## config.mk

```make
export PLATFORM = sky130hd
export DESIGN_NAME = lcd_frame_scanner
export DESIGN_NICKNAME = d
export VERILOG_FILES = /design/src/rtl/lcd_pkg.sv /design/src/rtl/lcd_char_buf.sv /design/src/rtl/lcd_frame_scanner.sv
export SDC_FILE = /design/constraint.sdc
export NUM_CORES = 1
export LEC_CHECK = 0
export CORE_ASPECT_RATIO = 1.25
export CORE_MARGIN = 2
export CORE_UTILIZATION = 56
export CTS_CLUSTER_DIAMETER = 100
export DETAILED_ROUTE_END_ITERATION = 8
export MAX_ROUTING_LAYER = met4
export PLACE_DENSITY = 0.76
export SLEW_MARGIN = 30
export SYNTH_ARGS = -nofsm -noshare
export SYNTH_HDL_FRONTEND = slang
export SYNTH_SLANG_ARGS = --single-unit
```

## constraint.sdc

```tcl
create_clock -name clk -period 2.4 [get_ports clk]
set_clock_uncertainty 0.1 [all_clocks]
set_input_delay 0.24 -clock clk [delete_from_list [all_inputs] [get_ports clk]]
set_output_delay 0.24 -clock clk [all_outputs]
set_load 0.01 [all_outputs]
```

## src/rtl/lcd_pkg.sv

```systemverilog
// Shared constants for the LCD frame scanner and the hd44780 driver: rs encodings,
// command bytes and the scanner state encoding.
package lcd_pkg;

  localparam logic       RS_CMD        = 1'b0;
  localparam logic       RS_DATA       = 1'b1;
  localparam logic [7:0] CMD_SET_DDRAM = 8'h80;
  localparam logic [7:0] CHAR_BLANK    = 8'h20;

  typedef enum logic [1:0] {
    StIdle,
    StAddr,
    StChar
  } scan_state_e;

endpackage

```

## src/rtl/lcd_char_buf.sv

```systemverilog
// Character frame buffer: DEPTH x 8 register file, async reset to blanks,
// one synchronous write port and one combinational read port.
module lcd_char_buf
  import lcd_pkg::*;
#(
  parameter int unsigned DEPTH = 32,
  parameter int unsigned AW    = 5
) (
  input  logic          clk,
  input  logic          rst_n,
  input  logic          wr_en,
  input  logic [AW-1:0] wr_addr,
  input  logic [7:0]    wr_data,
  input  logic [AW-1:0] rd_addr,
  output logic [7:0]    rd_data
);

  logic [7:0] mem_q [DEPTH];

  // Storage; out-of-range writes are dropped.
  always_ff @(posedge clk or negedge rst_n) begin
    if (!rst_n) begin
      for (int i = 0; i < int'(DEPTH); i++) begin
        mem_q[i] <= CHAR_BLANK;
      end
    end else if (wr_en && (32'(wr_addr) < DEPTH)) begin
      mem_q[wr_addr] <= wr_data;
    end
  end

  // Read port; addresses past the end read as blank.
  always_comb begin
    rd_data = CHAR_BLANK;
    if (32'(rd_addr) < DEPTH) begin
      rd_data = mem_q[rd_addr];
    end
  end

endmodule

```

## src/rtl/lcd_frame_scanner.sv

```systemverilog
// Streams a 2-row character frame buffer to the hd44780 driver as (rs, byte) beats
// over a valid/ready handshake. Optional feature macro: LCD_DIRTY_REFRESH_EN
// (refresh only after a write instead of continuously).
module lcd_frame_scanner
  import lcd_pkg::*;
#(
  parameter int unsigned COLS      = 16,
  parameter logic [7:0]  ROW0_BASE = 8'h00,
  parameter logic [7:0]  ROW1_BASE = 8'h40,
  localparam int unsigned AW       = $clog2(2 * COLS)
) (
  input  logic          clk,
  input  logic          rst_n,
  input  logic          enable,
  input  logic          wr_en,
  input  logic [AW-1:0] wr_addr,
  input  logic [7:0]    wr_data,
  output logic          out_valid,
  output logic          out_rs,
  output logic [7:0]    out_data,
  input  logic          out_ready,
  output logic          frame_done
);

  localparam int unsigned CW       = (COLS > 1) ? $clog2(COLS) : 1;
  localparam logic [CW-1:0] COL_LAST = CW'(COLS - 1);
  localparam logic [AW-1:0] ROW1_IDX = AW'(COLS);

  scan_state_e   state_q, state_d;
  logic          row_q, row_d;
  logic [CW-1:0] col_q, col_d;
  logic          valid_q, valid_d;
  logic          rs_q, rs_d;
  logic [7:0]    data_q, data_d;
  logic [AW-1:0] rd_addr;
  logic [7:0]    rd_data;
  logic          xfer;
  logic          start;

  lcd_char_buf #(
    .DEPTH (2 * COLS),
    .AW    (AW)
  ) u_char_buf (
    .clk     (clk),
    .rst_n   (rst_n),
    .wr_en   (wr_en),
    .wr_addr (wr_addr),
    .wr_data (wr_data),
    .rd_addr (rd_addr),
    .rd_data (rd_data)
  );

  assign xfer = valid_q && out_ready;

  // Index of the char that would be loaded on the next transfer.
  assign rd_addr = (row_q ? ROW1_IDX : '0) +
                   ((state_q == StChar) ? (AW'(col_q) + AW'(1)) : '0);

`ifdef LCD_DIRTY_REFRESH_EN
  logic dirty_q;
  logic wr_hit;

  assign wr_hit = wr_en && (32'(wr_addr) < 2 * COLS);
  assign start  = enable && dirty_q;

  // Dirty flag; a write wins over the frame-start clear so it is never lost.
  always_ff @(posedge clk or negedge rst_n) begin
    if (!rst_n) begin
      dirty_q <= 1'b1;
    end else if (wr_hit) begin
      dirty_q <= 1'b1;
    end else if ((state_q == StIdle) && start) begin
      dirty_q <= 1'b0;
    end
  end
`else
  assign start = enable;
`endif

  // State, counters and output beat register.
  always_ff @(posedge clk or negedge rst_n) begin
    if (!rst_n) begin
      state_q <= StIdle;
      row_q   <= 1'b0;
      col_q   <= '0;
      valid_q <= 1'b0;
      rs_q    <= RS_CMD;
      data_q  <= 8'h00;
    end else begin
      state_q <= state_d;
      row_q   <= row_d;
      col_q   <= col_d;
      valid_q <= valid_d;
      rs_q    <= rs_d;
      data_q  <= data_d;
    end
  end

  // Next state; the next beat is loaded on the transfer edge so beats can go back-to-back.
  always_comb begin
    state_d = state_q;
    row_d   = row_q;
    col_d   = col_q;
    valid_d = valid_q;
    rs_d    = rs_q;
    data_d  = data_q;
    unique case (state_q)
      StIdle: begin
        if (start) begin
          state_d = StAddr;
          row_d   = 1'b0;
          col_d   = '0;
          valid_d = 1'b1;
          rs_d    = RS_CMD;
          data_d  = CMD_SET_DDRAM | ROW0_BASE;
        end
      end
      StAddr: begin
        if (xfer) begin
          state_d = StChar;
          col_d   = '0;
          rs_d    = RS_DATA;
          data_d  = rd_data;
        end
      end
      StChar: begin
        if (xfer) begin
          if (col_q != COL_LAST) begin
            col_d  = col_q + 1'b1;
            rs_d   = RS_DATA;
            data_d = rd_data;
          end else if (!row_q) begin
            state_d = StAddr;
            row_d   = 1'b1;
            rs_d    = RS_CMD;
            data_d  = CMD_SET_DDRAM | ROW1_BASE;
          end else begin
            state_d = StIdle;
            row_d   = 1'b0;
            col_d   = '0;
            valid_d = 1'b0;
            rs_d    = RS_CMD;
            data_d  = 8'h00;
          end
        end
      end
      default: begin
        state_d = StIdle;
        valid_d = 1'b0;
      end
    endcase
  end

  // Outputs; frame_done marks acceptance of the last char of row 1.
  always_comb begin
    out_valid  = valid_q;
    out_rs     = rs_q;
    out_data   = data_q;
    frame_done = xfer && (state_q == StChar) && row_q && (col_q == COL_LAST);
  end

endmodule
```

---- After elaboration in Yosys (flattened, before gate mapping) ----
Index checks and enable logic that the tools add are counted.
word-level totals
  register bits after elaboration ......... 273
  input port bits ......................... 18
  logic and storage cells ................. 110
cells by class
  bitwise gates (word level) .............. 3
  equality and inequality tests ........... 10
  add/sub/neg operators ................... 3
  $lt $le $gt $ge ......................... 3
  reduce and logical (&&, ||, !) cells .... 13
  multiplexer cells ....................... 40
operators with widths
  cell                                                                           number
  256-bit bitwise mux                                                            1
  8-bit 2-to-1 mux                                                               8
  8-bit binary-select mux with 5-bit select                                      1
  8-bit demux with 5-bit select                                                  1
  8-bit one-hot mux with 3 select lines                                          1
  4-bit 2-to-1 mux                                                               5
  6-bit greater-or-equal comparator (second input constant)                      2
  1-bit 2-to-1 mux                                                               12
  5-bit NOT with 6-bit output                                                    2
  4-bit one-hot mux with 3 select lines                                          1
  4-bit AND reduction                                                            3
  5-bit 2-to-1 mux                                                               2
  2-bit inequality test (second input constant)                                  5
  5-bit AND reduction                                                            2
  2-bit 2-to-1 mux                                                               4
  6-bit by 1-bit less-than comparator with 1-bit output (second input constant)  1
  1-bit one-hot mux with 3 select lines                                          2
  2-bit one-hot mux with 3 select lines                                          1
  4-bit by 1-bit adder with 5-bit output (second input constant)                 1
  5-bit adder                                                                    1
  1-bit logical AND                                                              5
  4-bit by 1-bit adder with 4-bit output (second input constant)                 1
  4-bit == test (second input constant)                                          1
  4-bit inequality test (second input constant)                                  1
  8 further kinds                                                                8

---- Depth between registers and ports, before layout ----
  depth after elaboration ................. 10
  mapped depth ............................ 11

---- Cells and area by module ----
From an unflattened synthesis, not the netlist that was laid out.
second synthesis, totals
  cells, all modules ...................... 809
  area total of the unflattened synthesis .. 12,704.7 µm²
modules (own cells, without submodules)
  module             cells each  area an instance (µm²)  times used
  lcd_char_buf       699         11,688.7                1
  lcd_frame_scanner  110         1,016.0                 1

---- Least setup slack after synthesis ----
OpenSTA, ideal clock, no wires.
  path kind ............................... flip-flop to flip-flop
  start ................................... reg state_q[0]
  end ..................................... reg data_q[3], in the netlist out_data[3]
  period minus slack after synthesis ...... 2.344 ns
  path buffers ............................ 3
  cell stages (with the launch flop) ...... 11
  slack ................................... 0.056 ns
  data required time ...................... 2.165 ns
  arrival ................................. 2.109 ns
  cells stage by stage .................... dfrtp_1 inv_1 ha_1 buf_2 nand2b_1 mux2i_1 buf_2 buf_6 mux4_2 a22oi_1 nand4_1
on the way
  word-level cells in the longest chain between the ends .. 10
  elaborated cells on any way between the ends .. 18
RTL lines
  element                                              RTL line                                           source
  start: declaration                                   lcd_frame_scanner.sv:29                            scan_state_e state_q, state_d;
  start signal: assignment                             lcd_frame_scanner.sv:83                            state_q <= StIdle;
  start signal: assignment                             lcd_frame_scanner.sv:90                            state_q <= state_d;
  2-bit == test                                        lcd_frame_scanner.sv:57, lcd_frame_scanner.sv:107
  5-bit 2-to-1 mux                                     lcd_frame_scanner.sv:57                            ((state_q == StChar) ? (AW'(col_q) + AW'(1)) : '0);
  5-bit adder                                          lcd_frame_scanner.sv:56                            assign rd_addr = (row_q ? ROW1_IDX : '0) +
  5-bit NOT with 6-bit output (not written as such)    lcd_char_buf.sv:35                                 rd_data = mem_q[rd_addr];
  8-bit binary-select mux with 5-bit select            lcd_char_buf.sv:35
  8-bit 2-to-1 mux (not written as such) (2 in a row)  lcd_char_buf.sv:35
  8-bit 2-to-1 mux                                     lcd_frame_scanner.sv:128                           if (col_q != COL_LAST) begin
  8-bit 2-to-1 mux                                     lcd_frame_scanner.sv:127                           if (xfer) begin
  8-bit one-hot mux with 3 select lines                lcd_frame_scanner.sv:107                           unique case (state_q)
  end signal: assignment                               lcd_frame_scanner.sv:95                            data_q <= data_d;
  end: declaration                                     lcd_frame_scanner.sv:34                            logic [7:0] data_q, data_d;
Several ways; a longest one is shown, not always the timed one. The select of a mux whose other input is x is not followed.
A chain may end at the register's enable or synchronous reset.

---- Worst setup path in the final report ----
  start ................................... reg state_q[0]
  end ..................................... reg data_q[2], in the netlist out_data[2]
Same word-level chain as after synthesis.

==> results.toml <==
[timing]
hold_viol = 0
worst_pin_slew_ns = 0.571
period_share = 0.970
fmax_mhz = 429
rsz0062_at_grt = "true"
postLayoutSetupSlackWorst_ns = 0.0716
relSlewSlack = 0.616
report.final.slew_viol_count = 0
post-route-min-period_ns = 2.33
setup_viol = 0

[grt]
grt_use_total = 0.275
met1_usage = 0.379
grt_pass1_wl_um = 51000
antenna_found_initial = 0
grt.met3_usage = 0.0309
grt_pass1_vias = 8869
grt_start_max_net_pins = 80
grt-busiest-layer = "met2"
met2_usage = 0.429
gr-total-overflow = 0

[worst_setup_path]
cp_slowest_cell = "mux4_2"
critPathMostFrequentCell = "buf_12"
reg2reg_depth = 8
worstPathRequired_ns = 2.72
startpoint_type = "register"
critPathMaxStageDelay_ns = 0.53
crit_arrival_ns = 2.64
cp-end-kind = "register"
crit_type = "reg2reg"
worstPathCellList = "inv_1, ha_4, nor2b_4, buf_12, buf_12, mux4_2, a22oi_2, nand4_1"
path_max_fanout = 14

[pwr]
clkPwrFrac = 0.311
p_seq_frac = 0.401
power.leakage_nw = 6.80
switchingPower_mw = 4.45
power_frac_comb = 0.288
intPower_mw = 11.0
irDropWorstVdd_uv = 791
cellPowerDensity_nw_per_um2 = 1000
swShare = 0.287
total_power_mw = 15.5

[route]
initialDrtViolationCount = 557
drt_first_pass_iters = 5
wl_per_cell_um = 23.4
drc = 0
drt_wl_total_um = 32100
vias = 8596
vias_per_cell = 6.27
drtAntennaViolNets = 0

[cts]
cts.sinks = 273
cts_tree = "yes"
clock_tree.buffer_depth = 3
clk-insertion-delay-late_ns = 0.55
htreeDepth = 1
cts-root-buf = "clkbuf_16"
clk_pin_slew_ns = 0.07
cts_buffers = 27

[hold_path]
hold_class = "in2async"

[synth]
synth_compound_area_frac = 0.0522
syn_nets = 971
synth-async-reset-ratio = 1.00
synth_adder_area_share = 0.00584
ys.flop_type = "dfrtp_1"
netlist_area_um2 = 12900
synth_top_family_by_area = "multiplexers"
synthCells = 947
ys_seq_elements = 273
synth-simple-area-share = 0.0692
synth_xor_area_frac = 0.00263
synthMuxAreaShare = 0.312
synth.avg_cell_area_um2 = 13.6
ys_warn_count = 0
yosysSeqAreaShare = 0.535
synth-edff-count = 0
synth_cell_types = 59

[cells_and_area]
nets = 1087
final_common_cell = "mux2_2"
drive_gt1_frac = 0.491
final_cell_mix = "mux2_2 (259), dfrtp_1 (240), buf_4 (104)"
area_growth_pct = 20.2
n_antenna_cell = 0
n_fill_cell = 1576

[floorplanning]
dieArea_um2 = 24200
std_cell_rows = 62
ios = 29
start_util = 0.566
fp.dieH_um = 173
fp.coreArea_um2 = 22700
die_w_um = 140

[job]
max_cap_violations = 0

[placed_design]
pre_cts_ws_ns = -0.167
io_buffers = 28
dpl.hpwl_um = 21600
gp_congestion = 0.935

[run_status]
outcome = "finished clean"
[synth_stat cells (all sizes together) (12+ instances only)]
master / count / area, um^2
nand2: 84 / 315
a21oi: 12 / 60.1
nand3: 19 / 100
nor2: 30 / 123
nand4: 12 / 75.1
mux2i: 20 / 200
clkbuf: 41 / 154
a22oi: 12 / 90.1
buf: 20 / 124
and2: 12 / 75.1
mux2: 260 / 2930
dfstp: 32 / 841
dfrtp: 241 / 6030
mux4: 39 / 878
[what timing repair did]
action | 4_1_cts | 5_1_grt
hold endpoints to repair | 245 | 0
buffers inserted | 0 | 22
endpoints found under the setup margin | 8 | 8
hold buffers | 1 | 0
pin swaps | 0 | 5
gates resized for setup | 10 | 23
[state kept, by name, indices dropped and copies added, names as in the netlist]
name and flops:
u_char_buf.mem_q 256, out_data 8, row_q 1, col_q 4, out_valid 1, out_rs 1, state_q 2
[area by class of cell]
type / instances / area, um^2 / share of cell area
clock buffers: 37 / 733 / 0.0474
clock inverters: 13 / 283 / 0.0183
inverters: 8 / 30.0 / 0.00194
multi-input cells: 605 / 5820 / 0.377
flip-flops and latches: 273 / 6870 / 0.445
well taps: 288 / 360 / 0.0233
repair buffers: 148 / 1350 / 0.0876
[cell families after synthesis]
kind of cell / count (synthesis)
compound gates: 91
simple gates: 186
flops: 273
fa+ha+maj: 6
mux: 319
buf+inv: 69
xor+xnor: 3
[power groups by stage]
stage	Combinational (mW)	Sequential [mW]	Clock, mW
3_3_place_gp	4.07	6.22	0
3_5_place_dp	4.16	6.25	0
2_1_floorplan	2.67	6.08	0
4_1_cts	4.22	6.19	4.87
6_report	4.46	6.21	4.81
5_1_grt	4.78	6.30	5.06
[stage by stage]
step	utilization	hold WS [ns]	instances	area [um^2]	setup TNS (ns)
2_1_floorplan	-	-0.156	947	12900	0
3_3_place_gp	0.622	0.0513	1299	14100	-0.418
6_report	0.680	0.0885	1372	15500	0
3_5_place_dp	0.622	0.0549	1299	14100	-0.639
4_1_cts	0.669	0.0778	1350	15200	0
5_1_grt	0.680	0.108	1372	15500	-0.0840
[final timing paths]
| check | startpoint | endpoint | slack (ns) |
|---|---|---|---|
| max | state_q[0]$_DFFE_PN0P_ | out_data[2]$_DFFE_PN0P_ | 0.07 |
| min | rst_n | u_char_buf.mem_q[116]$_DFFE_PN0P_ | 0.09 |
| max reg2reg | state_q[0]$_DFFE_PN0P_ | out_data[2]$_DFFE_PN0P_ | 0.07 |
| min reg2reg | u_char_buf.mem_q[27]$_DFFE_PN0P_ | u_char_buf.mem_q[27]$_DFFE_PN0P_ | 0.39 |
| max in group asynchronous | rst_n | u_char_buf.mem_q[29]$_DFFE_PN1P_ | 1.34 |
| min in group clk | u_char_buf.mem_q[27]$_DFFE_PN0P_ | u_char_buf.mem_q[27]$_DFFE_PN0P_ | 0.39 |
[critical path: cells and delay by family, from the launching register on]
kind                       cells  cell delay, ns
adders and majority gates      1            0.20
buffers and inverters          3            0.46
muxes                          1            0.53
and+or+nand+nor                2            0.31
DFF                            1            0.38
AOI/OAI and AO/OA              1            0.23
[per-layer routing]
metal	wire (um)	part of all wire
met1	13800	0.43
met2	15500	0.48
met3	1670	0.052
met4	1140	0.036
met5	0	0
No activity file was read; power rests on OpenSTA's default activity.
